**src/rtl/kick_timer.sv**
```systemverilog
`default_nettype none
// +----------------------------------------------------------------------------+
// | Module      : kick_timer                                                   |
// | Description : Restartable up-counter with a latched runtime limit,         |
// |               one-shot or auto-reload, pause/resume and a terminal pulse.  |
// |               Optional step prescaler: define KICK_TIMER_PRESCALE_EN.      |
// | Revision    : 1.0 - initial parametrised release                           |
// +----------------------------------------------------------------------------+
module kick_timer #(
    parameter int unsigned WIDTH         = 16,
    parameter int unsigned DEFAULT_LIMIT = 43840,
    parameter int unsigned PRESCALE      = 1
) (
    input  logic             clk,
    input  logic             resetn,
    input  logic             go,
    input  logic             en,
    input  logic             stop,
    input  logic             reload,
    input  logic [WIDTH-1:0] limit,
    output logic [WIDTH-1:0] count,
    output logic             busy,
    output logic             done,
    output logic [7:0]       wraps
);

    typedef enum logic [1:0] {
        S_IDLE  = 2'd0,
        S_COUNT = 2'd1,
        S_HOLD  = 2'd2,
        S_DONE  = 2'd3
    } state_t;

    localparam logic [7:0] WRAPS_MAX = 8'hFF;

`ifdef KICK_TIMER_PRESCALE_EN
    localparam int unsigned    PSC_W   = (PRESCALE > 1) ? $clog2(PRESCALE) : 1;
    localparam logic [PSC_W-1:0] PSC_MAX = (PRESCALE > 1) ? PSC_W'(PRESCALE - 1) : '0;

    logic [PSC_W-1:0] r_psc;
`else
    // PRESCALE only matters when the prescaler is built in.
    if (PRESCALE == 0) begin : g_prescale_unused
    end
`endif

    state_t           r_state;
    logic [WIDTH-1:0] r_count;
    logic [WIDTH-1:0] r_limit;
    logic             r_busy;
    logic             r_done;
    logic [7:0]       r_wraps;

    logic             w_terminal;

    assign w_terminal = (r_count == r_limit);

    // HOLD with stop released evaluates exactly like COUNT on the same edge,
    // so a pause costs only the cycles stop was actually high.
    always_ff @(posedge clk) begin
        if (!resetn) begin
            r_state <= S_IDLE;
            r_count <= '0;
            r_limit <= WIDTH'(DEFAULT_LIMIT);
            r_busy  <= 1'b0;
            r_done  <= 1'b0;
            r_wraps <= '0;
`ifdef KICK_TIMER_PRESCALE_EN
            r_psc   <= '0;
`endif
        end else if (go) begin
            r_state <= S_COUNT;
            r_count <= '0;
            r_limit <= limit;
            r_busy  <= 1'b1;
            r_done  <= 1'b0;
            r_wraps <= '0;
`ifdef KICK_TIMER_PRESCALE_EN
            r_psc   <= '0;
`endif
        end else begin
            r_done <= 1'b0;
            case (r_state)
                S_IDLE: begin
                    r_state <= S_IDLE;
                end
                S_COUNT, S_HOLD: begin
                    if (stop) begin
                        r_state <= S_HOLD;
                    end else if (w_terminal) begin
                        r_done <= 1'b1;
                        if (reload) begin
                            r_state <= S_COUNT;
                            r_count <= '0;
                            if (r_wraps != WRAPS_MAX) begin
                                r_wraps <= r_wraps + 8'd1;
                            end
`ifdef KICK_TIMER_PRESCALE_EN
                            r_psc   <= '0;
`endif
                        end else begin
                            r_state <= S_DONE;
                            r_busy  <= 1'b0;
                        end
                    end else begin
                        r_state <= S_COUNT;
                        if (en) begin
`ifdef KICK_TIMER_PRESCALE_EN
                            if (r_psc == PSC_MAX) begin
                                r_psc   <= '0;
                                r_count <= r_count + WIDTH'(1);
                            end else begin
                                r_psc   <= r_psc + PSC_W'(1);
                            end
`else
                            r_count <= r_count + WIDTH'(1);
`endif
                        end
                    end
                end
                S_DONE: begin
                    r_count <= r_limit;
                    r_busy  <= 1'b0;
                end
                default: begin
                    r_state <= S_IDLE;
                    r_busy  <= 1'b0;
                end
            endcase
        end
    end

    assign count = r_count;
    assign busy  = r_busy;
    assign done  = r_done;
    assign wraps = r_wraps;

endmodule
`default_nettype wire

```
**config.mk**
```make
export PLATFORM = sky130hd
export DESIGN_NAME = kick_timer
export DESIGN_NICKNAME = d
export VERILOG_FILES = /design/src/rtl/kick_timer.sv
export SDC_FILE = /design/constraint.sdc
export NUM_CORES = 1
export LEC_CHECK = 0
export ABC_AREA = 1
export CAP_MARGIN = 25
export CORE_AREA = 2 2 52 103
export CTS_CLUSTER_DIAMETER = 150
export DETAILED_ROUTE_END_ITERATION = 16
export DIE_AREA = 0 0 54 105
export GPL_ROUTABILITY_DRIVEN = 0
export PLACE_DENSITY = 0.84
export SLEW_MARGIN = 40
export SYNTH_ARGS = -nofsm -noshare
export SYNTH_HDL_FRONTEND = slang
export SYNTH_SLANG_ARGS = --single-unit
```
**constraint.sdc**
```tcl
create_clock -name clk -period 3.05 [get_ports clk]
set_input_delay 0.61 -clock clk [delete_from_list [all_inputs] [get_ports clk]]
set_output_delay 0.61 -clock clk [all_outputs]
set_load 0.1 [all_outputs]
```
* After elaboration in Yosys (flattened, before gate mapping)
Index checks and enable logic that the tools add are counted.
** Storage, ports and cells
- Register bits after elaboration :: 44
- Logic and storage cells :: 50
- Output and inout bits :: 26
** Operators by class
- Bitwise operators :: 3
- Eq/ne operators :: 11
- Mux-type cells :: 16
- Reduce and logical (&&, ||, !) cells :: 11
- Add/sub/neg operators :: 2
** Operator list (number)
- $mux 16 :: 4
- $pmux 16 s2 :: 1
- $add 16x1->16 const B :: 1
- $eq 16x16->1 :: 1
- $ne 3x3->1 const B :: 5
- $add 8x1->8 const B :: 1
- $ne 8x8->1 const B :: 1
- $reduce_and 4->1 :: 2
- $mux 1 :: 6
- $mux 2 :: 3
- $reduce_bool 3->1 :: 2
- $reduce_and 5->1 :: 1
- $eq 2x2->1 const B :: 2
- $pmux 2 s2 :: 1
- $reduce_bool 2->1 :: 2
- $reduce_or 2->1 :: 2
- $reduce_or 4->1 :: 1
- $not 1->1 :: 3
- $eq 2x1->1 const B :: 1
- $logic_not 2->1 :: 1
- $ne 2x2->1 const B :: 1
- $pmux 1 s2 :: 1

* Depth between registers and ports, before layout
Gate-level depths: netlist of run 1.
- Depth in word-level cells :: 5
- Mapped depth :: 13
- Gate-level depth less buffers :: 12

* Worst setup path before layout of run 1
Ideal clock, no wire load.
- Path kind :: register to register
- From :: reg r_count[1] (netlist: count[1])
- To :: reg r_count[10] (netlist: count[10])
- Data required time :: 2.935 ns
- Stages on the path, launching flop included :: 12
- Setup time :: 0.115 ns
- Slack :: 0.513 ns
- Arrival time :: 2.422 ns
- Period minus slack after synthesis :: 2.537 ns
- Buffers on the path :: 0
- Path through :: dfxtp_1 -> ha_1 -> nand2_1 -> nor2_1 -> nand3_1 -> nand3b_1 -> nand2_1 -> inv_1 -> nand3_1 -> nand2_1 -> a21oi_1 -> nor2_1
** Between the ends
- Cells in the longest elaborated chain, start to end :: 5
- Elaborated cells between the ends (all ways) :: 9
** RTL lines
- from (decl) :: line 48 : logic [WIDTH-1:0] r_count;
- from (signal assigned) :: line 116 : r_count <= r_count + WIDTH'(1);
- from (signal assigned) :: line 122 : r_count <= r_limit;
- $add 16x1->16 :: line 116
- $mux 16 :: line 107 : if (en) begin
- $mux 16 :: line 90 : end else if (w_terminal) begin
- $mux 16 :: line 88 : if (stop) begin
- $pmux 16 s2 :: line 83 : case (r_state)
Several ways; a longest one is shown, not always the timed one. The select of a mux whose other input is x is not followed.
A chain may end at the register's enable or synchronous reset.

* Worst setup path after layout of run 1
- From :: reg r_state[0]
- To :: reg r_wraps[4] (netlist: wraps[4])
** Between the ends
- Cells in the longest elaborated chain, start to end :: 3
- Elaborated cells between the ends (all ways) :: 4
** RTL lines
- from (decl) :: line 47 : state_t r_state;
- from (signal assigned) :: line 62 : r_state <= S_IDLE;
- from (signal assigned) :: line 72 : r_state <= S_COUNT;
- from (signal assigned) :: line 85 : r_state <= S_IDLE;
- $eq 2x1->1 / $eq 2x2->1 (equally long branches) :: line 83
- $reduce_or 2->1 * :: line 83
- $reduce_and 5->1 (no source line) *
- to (signal assigned) :: line 96 : r_wraps <= r_wraps + 8'd1;
- to (decl) :: line 52 : logic [7:0] r_wraps;
Mark *: on every way between the ends. The rest lies on a longest branch, timed or not.

==> flow_summary_export.csv, run 1 <==
group,metric,value,unit
outcome,status,"completed",
clocking,cts_hold_buf,0,
yosys,synth_top_area_frac,0.3222,
place,port_buffers,47,
sta,fin_crit,2.069,ns
yosys,syn_avg_cell_area,6.089,um^2
place,place_worst_setup_slack,0.7212,ns
setup_path,path_buf_inv,3,
pwr,leakage,1.617,nW
global_route,grt_use_total,0.2852,
setup_path,path_cells,"inv_1 -> ha_1 -> inv_1 -> nor2_1 -> inv_1 -> nor2_1 -> nand2_1 -> nor2_8 -> nand2_1 -> o21ai_0 -> nor2_1",
setup_path,reg2reg_setup_slack,0.98,ns
sta,worst_pin_slew,0.6413,ns
pwr,clkPwrFrac,0.324,
global_route,antenna_found_initial,0,
sta,slew_headroom,0.5720,
setup_path,cpPeakStageDelay,0.38,ns
setup_path,cp_num_cells,11,
yosys,ys_seq_elements,44,
setup_path,endpoint_kind,"flip-flop",
yosys,synth_cells,449,
pwr,p_seq_frac,0.509,
detailed_routing,drc_errors,0,
floorplanning,die_w,54,um
setup_path,critPathSlowestCell,"dfxtp_1",
setup_path,rr_endpoint,"wraps[4]",
sta,fmax,483.4,MHz
clocking,insertion_delay,0.30,ns
setup_path,critPathLaunchType,"flip-flop",
min_path,min_path_type,"flip-flop to flip-flop",
sta,tns,0,ns
setup_path,crit_fanout,13,
floorplanning,rows,36,
setup_path,crit_start,"r_state[0]",
setup_path,endpoint,"wraps[4]",
detailed_routing,ant_nets,0,
pwr,vdd_drop_max,0.0003339,V
final_layout,fin_util,0.6662,
clocking,cts.htree.levels,2,
setup_path,required,3.24,ns
clocking,postCtsSetupBuffers,0,
final_layout,multiInputGateArea,1543,um^2
sta,fin_crit_sh,0.6782,
clocking,cts_buffers,5,
global_route,grt_pass1_vias,2872,
setup_path,cpLargestDelayFamily,"simple AND/OR/NAND/NOR gates",
floorplanning,die_h,105,um
sta,finalWorstSetupSlack,0.9814,ns
floorplanning,initial_core_util,0.5620,
yosys,yosysSeqAreaShare,0.3222,
detailed_routing,drtPass1Iterations,5,
sta,fin_worst_skew,0.004011,ns
sta,final_hold_viol_count,0,
clocking,cts_tree,"done",
global_route,gr-total-overflow,0,
final_layout,n_fill_cell,455,
yosys,synth_top_area_cell,"dfxtp_1",
clocking,cts-root-buf,"clkbuf_8",
sta,final-max-slew-violation-count,0,
pwr,sw_frac_of_total,0.2843,
final_layout,seq_area,880.8,um^2
yosys,synth_top_cells_by_area,"dfxtp_1 32%, nand2_1 20%, nand3_1 7.1%",
pwr,pwr-share-comb,0.167,
place,dp.cells,541,
yosys,synth_cell_types,24,
clocking,ctsResizeCount,0,
clocking,clkTransAtPathRegs,0.08,ns
detailed_routing,drt-initial-drc-count,106,
final_layout,area_delta_synth_final,18.54,%
final_layout,n_antenna_cell,0,
sta,setup_viol,0,
sta,rsz0062_at_grt,"no",
final_layout,layout-drive-gt1-share,0.09369,
clocking,cts_sinks,44,
floorplanning,core-area,4865,um^2
yosys,netlist_area,2734,um^2
detailed_routing,via_per_inst,5.414,
global_route,grt_start_max_net_pins,34,
floorplanning,fp.dieArea,5670,um^2
floorplanning,ios,48,
pwr,power_density,375.7,nW/um^2
setup_path,worstPathArrival,2.26,ns
final_layout,mostFrequentLayoutCells,"145 x nand2_1, 52 x nor2_1, 51 x inv_1",
pwr,power.switching,0.3462,mW
setup_path,crit_type,"flip-flop to flip-flop",
final_layout,final_common_cell,"nand2_1",
pwr,total_power,1.217,mW
final_layout,layoutNonFillerInstCount,548,
yosys,synth_warnings,0,
place,place_hpwl,5.354,mm
setup_path,reg2reg_from,"r_state[0]",
detailed_routing,via_count,2967,
pwr,p_int,0.8712,mW
yosys,syn_nets,476,
detailed_routing,routed_wl,7.390,mm
final_layout,fin_nets,518,
clocking,clk_path_buf_depth,2,
detailed_routing,wl_per_cell,13.49,um
flow_run,cap_violations,0,
setup_path,ff2ff_path_depth,11,
global_route,grt_pass1_wl,12.24,mm
## cells in the mapped netlist
library cell	n
a21oi_1	38
a31oi_1	3
buf_1	1
buf_2	2
buf_4	1
buf_6	5
clkbuf_1	9
dfxtp_1	44
ha_1	5
inv_1	51
inv_2	2
nand2_1	145
nand2_2	1
nand3_1	39
nand3_2	1
nand3b_1	7
nand4_1	5
nor2_1	52
nor2_2	1
nor2_8	1
nor3_1	3
o21ai_0	25
o21ai_2	1
xor2_1	7
## worst reg2reg max path: cells and delay by family (launching register included)
family                     cells  cell delay, ns
AOI/OAI and AO/OA              1            0.17
adders and majority gates      1            0.32
buffers and inverters          3            0.26
DFF                            1            0.38
and+or+nand+nor                6            0.83
## cell families (layout without fill, tap and decap cells)
| group | count (synthesis) | count (layout) | synth area share |
|---|---|---|---|
| AND/OR/NAND/NOR | 255 | 255 | 0.3936 |
| buffers and inverters | 71 | 113 | 0.1135 |
| AO/OA/AOI/OAI | 67 | 67 | 0.1254 |
| flip-flops | 44 | 44 | 0.3222 |
| XOR/XNOR | 7 | 7 | 0.02243 |
| adder cells (fa/ha/maj) | 5 | 5 | 0.02288 |
## layer usage
metal / track usage / share of wire / vias to the layer above / routed length, um
li1: - / - / 1501 / -
met1: 0.3001 / 0.38 / 1344 / 2798
met2: 0.5070 / 0.53 / 101 / 3951
met3: 0.04571 / 0.052 / 21 / 382
met4: 0.1464 / 0.035 / 0 / 257
met5: 0 / 0 / - / 0
## sequential cells by signal (all words and copies together), names as in the netlist
register / cells
done: 1
r_limit: 16
wraps: 8
r_state: 2
count: 16
busy: 1
## per-stage QoR
stage,hold WS [ns],cell area (um^2)
floorplan,0.4562,2734
global placement,0.4733,3144
detailed placement,0.4795,3144
CTS,0.4921,3241
global route,0.5146,3241
finish,0.4946,3241
## final cells by class
cell class | count | share of cell area
multi-input combinational | 334 | 0.4761
tap | 57 | 0.02201
sequential | 44 | 0.2718
inverter | 53 | 0.06139
clock buffer | 7 | 0.02973
timing repair buffer | 53 | 0.1390
## worst min-delay path by stage
stage,to,cells after the start,start
2_1_floorplan,r_limit[1],2,r_limit[1]
3_3_place_gp,r_limit[4],2,r_limit[4]
3_5_place_dp,r_limit[5],2,r_limit[5]
4_1_cts,r_limit[5],2,r_limit[5]
5_1_grt,r_limit[4],2,r_limit[4]
6_report,r_state[1],2,r_state[1]
## power groups by stage
stage | registers, mW | clock network, mW | logic [mW]
finish | 0.619 | 0.395 | 0.204
global route | 0.622 | 0.422 | 0.223
CTS | 0.618 | 0.403 | 0.203
detailed placement | 0.632 | 0 | 0.202
global placement | 0.631 | 0 | 0.198
floorplan | 0.668 | 0 | 0.0999
Power figures use the tool's default switching activity.
==> inputs of run 2 (changes only) <==
--- a/config.mk
+++ b/config.mk
@@ -7,12 +7,12 @@
 export LEC_CHECK = 0
 export ABC_AREA = 1
 export CAP_MARGIN = 25
-export CORE_AREA = 2 2 52 103
+export CORE_AREA = 2 2 54 107
 export CTS_CLUSTER_DIAMETER = 150
 export DETAILED_ROUTE_END_ITERATION = 16
-export DIE_AREA = 0 0 54 105
+export DIE_AREA = 0 0 56 109
 export GPL_ROUTABILITY_DRIVEN = 0
-export PLACE_DENSITY = 0.84
+export PLACE_DENSITY = 0.78
 export SLEW_MARGIN = 40
 export SYNTH_ARGS = -nofsm -noshare
 export SYNTH_HDL_FRONTEND = slang
==> constraint.sdc (replaced) <==
create_clock -name clk -period 2 [get_ports clk]
set_input_delay 0.4 -clock clk [delete_from_list [all_inputs] [get_ports clk]]
set_output_delay 0.4 -clock clk [all_outputs]
set_load 0.1 [all_outputs]
==> run 2 against run 1 <==
  * Utilization is 3.2 points lower
  * Flip-flop and latch count unchanged
  * Worst hold slack worse by 0.019 ns
  * Power rose by 55%
  * Worst setup slack worse by 0.82 ns
  * Register-to-register slack lost 0.82 ns
  * Clock skew up 0.0030 ns
  * Critical path type unchanged
  * Critical endpoint is now count[0]
  * Highest routed layer unchanged
==> flow_summary_export.csv, run 2 (synthesis results as in run 1) <==
group,metric,value,unit
detailed_routing,routed_wl,7.023,mm
pwr,vdd_drop_max,0.0005823,V
min_path,min_path_type,"flip-flop to flip-flop",
setup_path,worstPathArrival,2.03,ns
final_layout,n_antenna_cell,0,
setup_path,cp_num_cells,12,
setup_path,endpoint,"count[0]",
clocking,cts-root-buf,"clkbuf_8",
final_layout,area_delta_synth_final,23.48,%
final_layout,mostFrequentLayoutCells,"144 x nand2_1, 51 x inv_1, 51 x nor2_1",
detailed_routing,drc_errors,0,
sta,rsz0062_at_grt,"no",
clocking,clkTransAtPathRegs,0.08,ns
pwr,leakage,1.694,nW
global_route,grt_start_max_net_pins,34,
sta,fin_crit,1.837,ns
global_route,grt_use_total,0.2498,
sta,hold_ws,0.4759,ns
floorplanning,die_w,56,um
clocking,cts_tree,"done",
flow_run,cap_violations,0,
final_layout,final_common_cell,"nand2_1",
floorplanning,initial_core_util,0.5134,
final_layout,layout-drive-gt1-share,0.1557,
setup_path,crit_type,"flip-flop to flip-flop",
floorplanning,die_h,109,um
sta,tns,0,ns
setup_path,path_buf_inv,2,
clocking,insertion_delay,0.30,ns
floorplanning,core-area,5325,um^2
pwr,power_density,560.4,nW/um^2
sta,worst_pin_slew,0.6826,ns
sta,fmax,544.5,MHz
outcome,status,"completed",
sta,fin_worst_skew,0.006993,ns
clocking,cts.htree.levels,2,
floorplanning,fp.dieArea,6104,um^2
detailed_routing,drtPass1Iterations,4,
detailed_routing,via_count,2873,
clocking,cts_hold_buf,0,
clocking,cts_sinks,44,
global_route,gr-total-overflow,0,
sta,fin_crit_sh,0.9184,
setup_path,crit_start,"count[8]",
detailed_routing,wl_per_cell,12.52,um
clocking,clk_path_buf_depth,2,
setup_path,cpLargestDelayFamily,"simple AND/OR/NAND/NOR gates",
sta,setup_viol,0,
setup_path,path_cells,"inv_1 -> nand2_1 -> nand2_1 -> nor2_1 -> nand2_1 -> nor2_2 -> nand2_4 -> nand2_1 -> nand3_2 -> buf_12 -> a21oi_1 -> nor2_1",
place,port_buffers,47,
floorplanning,rows,38,
detailed_routing,ant_nets,0,
sta,slew_headroom,0.5444,
final_layout,layoutNonFillerInstCount,561,
global_route,grt_pass1_vias,2791,
setup_path,crit_fanout,32,
detailed_routing,drt-initial-drc-count,116,
detailed_routing,via_per_inst,5.121,
final_layout,fin_util,0.6339,
setup_path,ff2ff_path_depth,12,
setup_path,critPathSlowestCell,"dfxtp_2",
sta,final_hold_viol_count,0,
setup_path,cpPeakStageDelay,0.39,ns
place,dp.cells,550,
pwr,total_power,1.892,mW
setup_path,endpoint_kind,"flip-flop",
final_layout,fin_nets,527,
setup_path,path_common_cell,"nand2_1",
global_route,antenna_found_initial,0,
global_route,grt_pass1_wl,12.18,mm
place,place_hpwl,4.826,mm
setup_path,reg2reg_setup_slack,0.16,ns
setup_path,critPathLaunchType,"flip-flop",
setup_path,reg2reg_from,"count[8]",
clocking,cts_buffers,5,
setup_path,required,2.19,ns
setup_path,rr_endpoint,"count[0]",
sta,final-max-slew-violation-count,0,
floorplanning,ios,48,
-- run 2: cell count changes in the layout (fill, tap and decap cells not counted), moves of 2 or more --
cell,previous run,this run
buf_4,32,39
dfxtp_2,0,19
dfxtp_4,0,2
dfxtp_1,44,23
clkbuf_8,7,5
-- run 2: through the flow --
step / area [um^2] / setup WS [ns]
after floorplan: 2765 / 0.004495
after global placement: 3237 / 0.09375
after detailed placement: 3237 / 0.05860
after CTS: 3339 / 0.1002
after global routing: 3376 / 0.008592
final: 3376 / 0.1633
-- run 2: layer usage --
layer	track usage	share of wire
met4	0.1224	0.027
met5	0	0
met2	0.4336	0.50
met1	0.2887	0.42
met3	0.04982	0.051
-- run 2: layout make-up --
class / instances / area, um^2
fill: 531 / 1949
multi-input combinational: 335 / 1564
sequential: 44 / 912.1
timing repair buffer: 61 / 523.0
inverter: 53 / 198.9
clock buffer: 7 / 97.59
tap: 60 / 75.07
clock inverter: 1 / 5.005
-- run 2: timing repair --
action                     CTS  global route
hold endpoints to repair     0             0
setup buffers                0             2
setup endpoints to repair    0            14
gates resized for setup      0             4
-- run 2: how the worst min path moves through the flow --
stage | start | endpoint | slack (ns) | cells after the start
CTS | wraps[0] | wraps[0] | 0.49 | 1
floorplan | r_limit[1] | r_limit[1] | 0.46 | 2
finish | wraps[0] | wraps[0] | 0.48 | 1
global placement | wraps[4] | wraps[4] | 0.46 | 2
global route | wraps[0] | wraps[0] | 0.51 | 1
detailed placement | wraps[0] | wraps[0] | 0.47 | 1
-- run 2: where the power goes --
| group | switching, mW | total (mW) | internal, mW | leakage [nW] |
|---|---|---|---|---|
| sequential | 0.0324 | 0.941 | 0.909 | 0.371 |
| clock | 0.312 | 0.632 | 0.321 | 0.0534 |
| combinational | 0.198 | 0.318 | 0.120 | 1.27 |
| total | 0.542 | 1.89 | 1.35 | 1.69 |
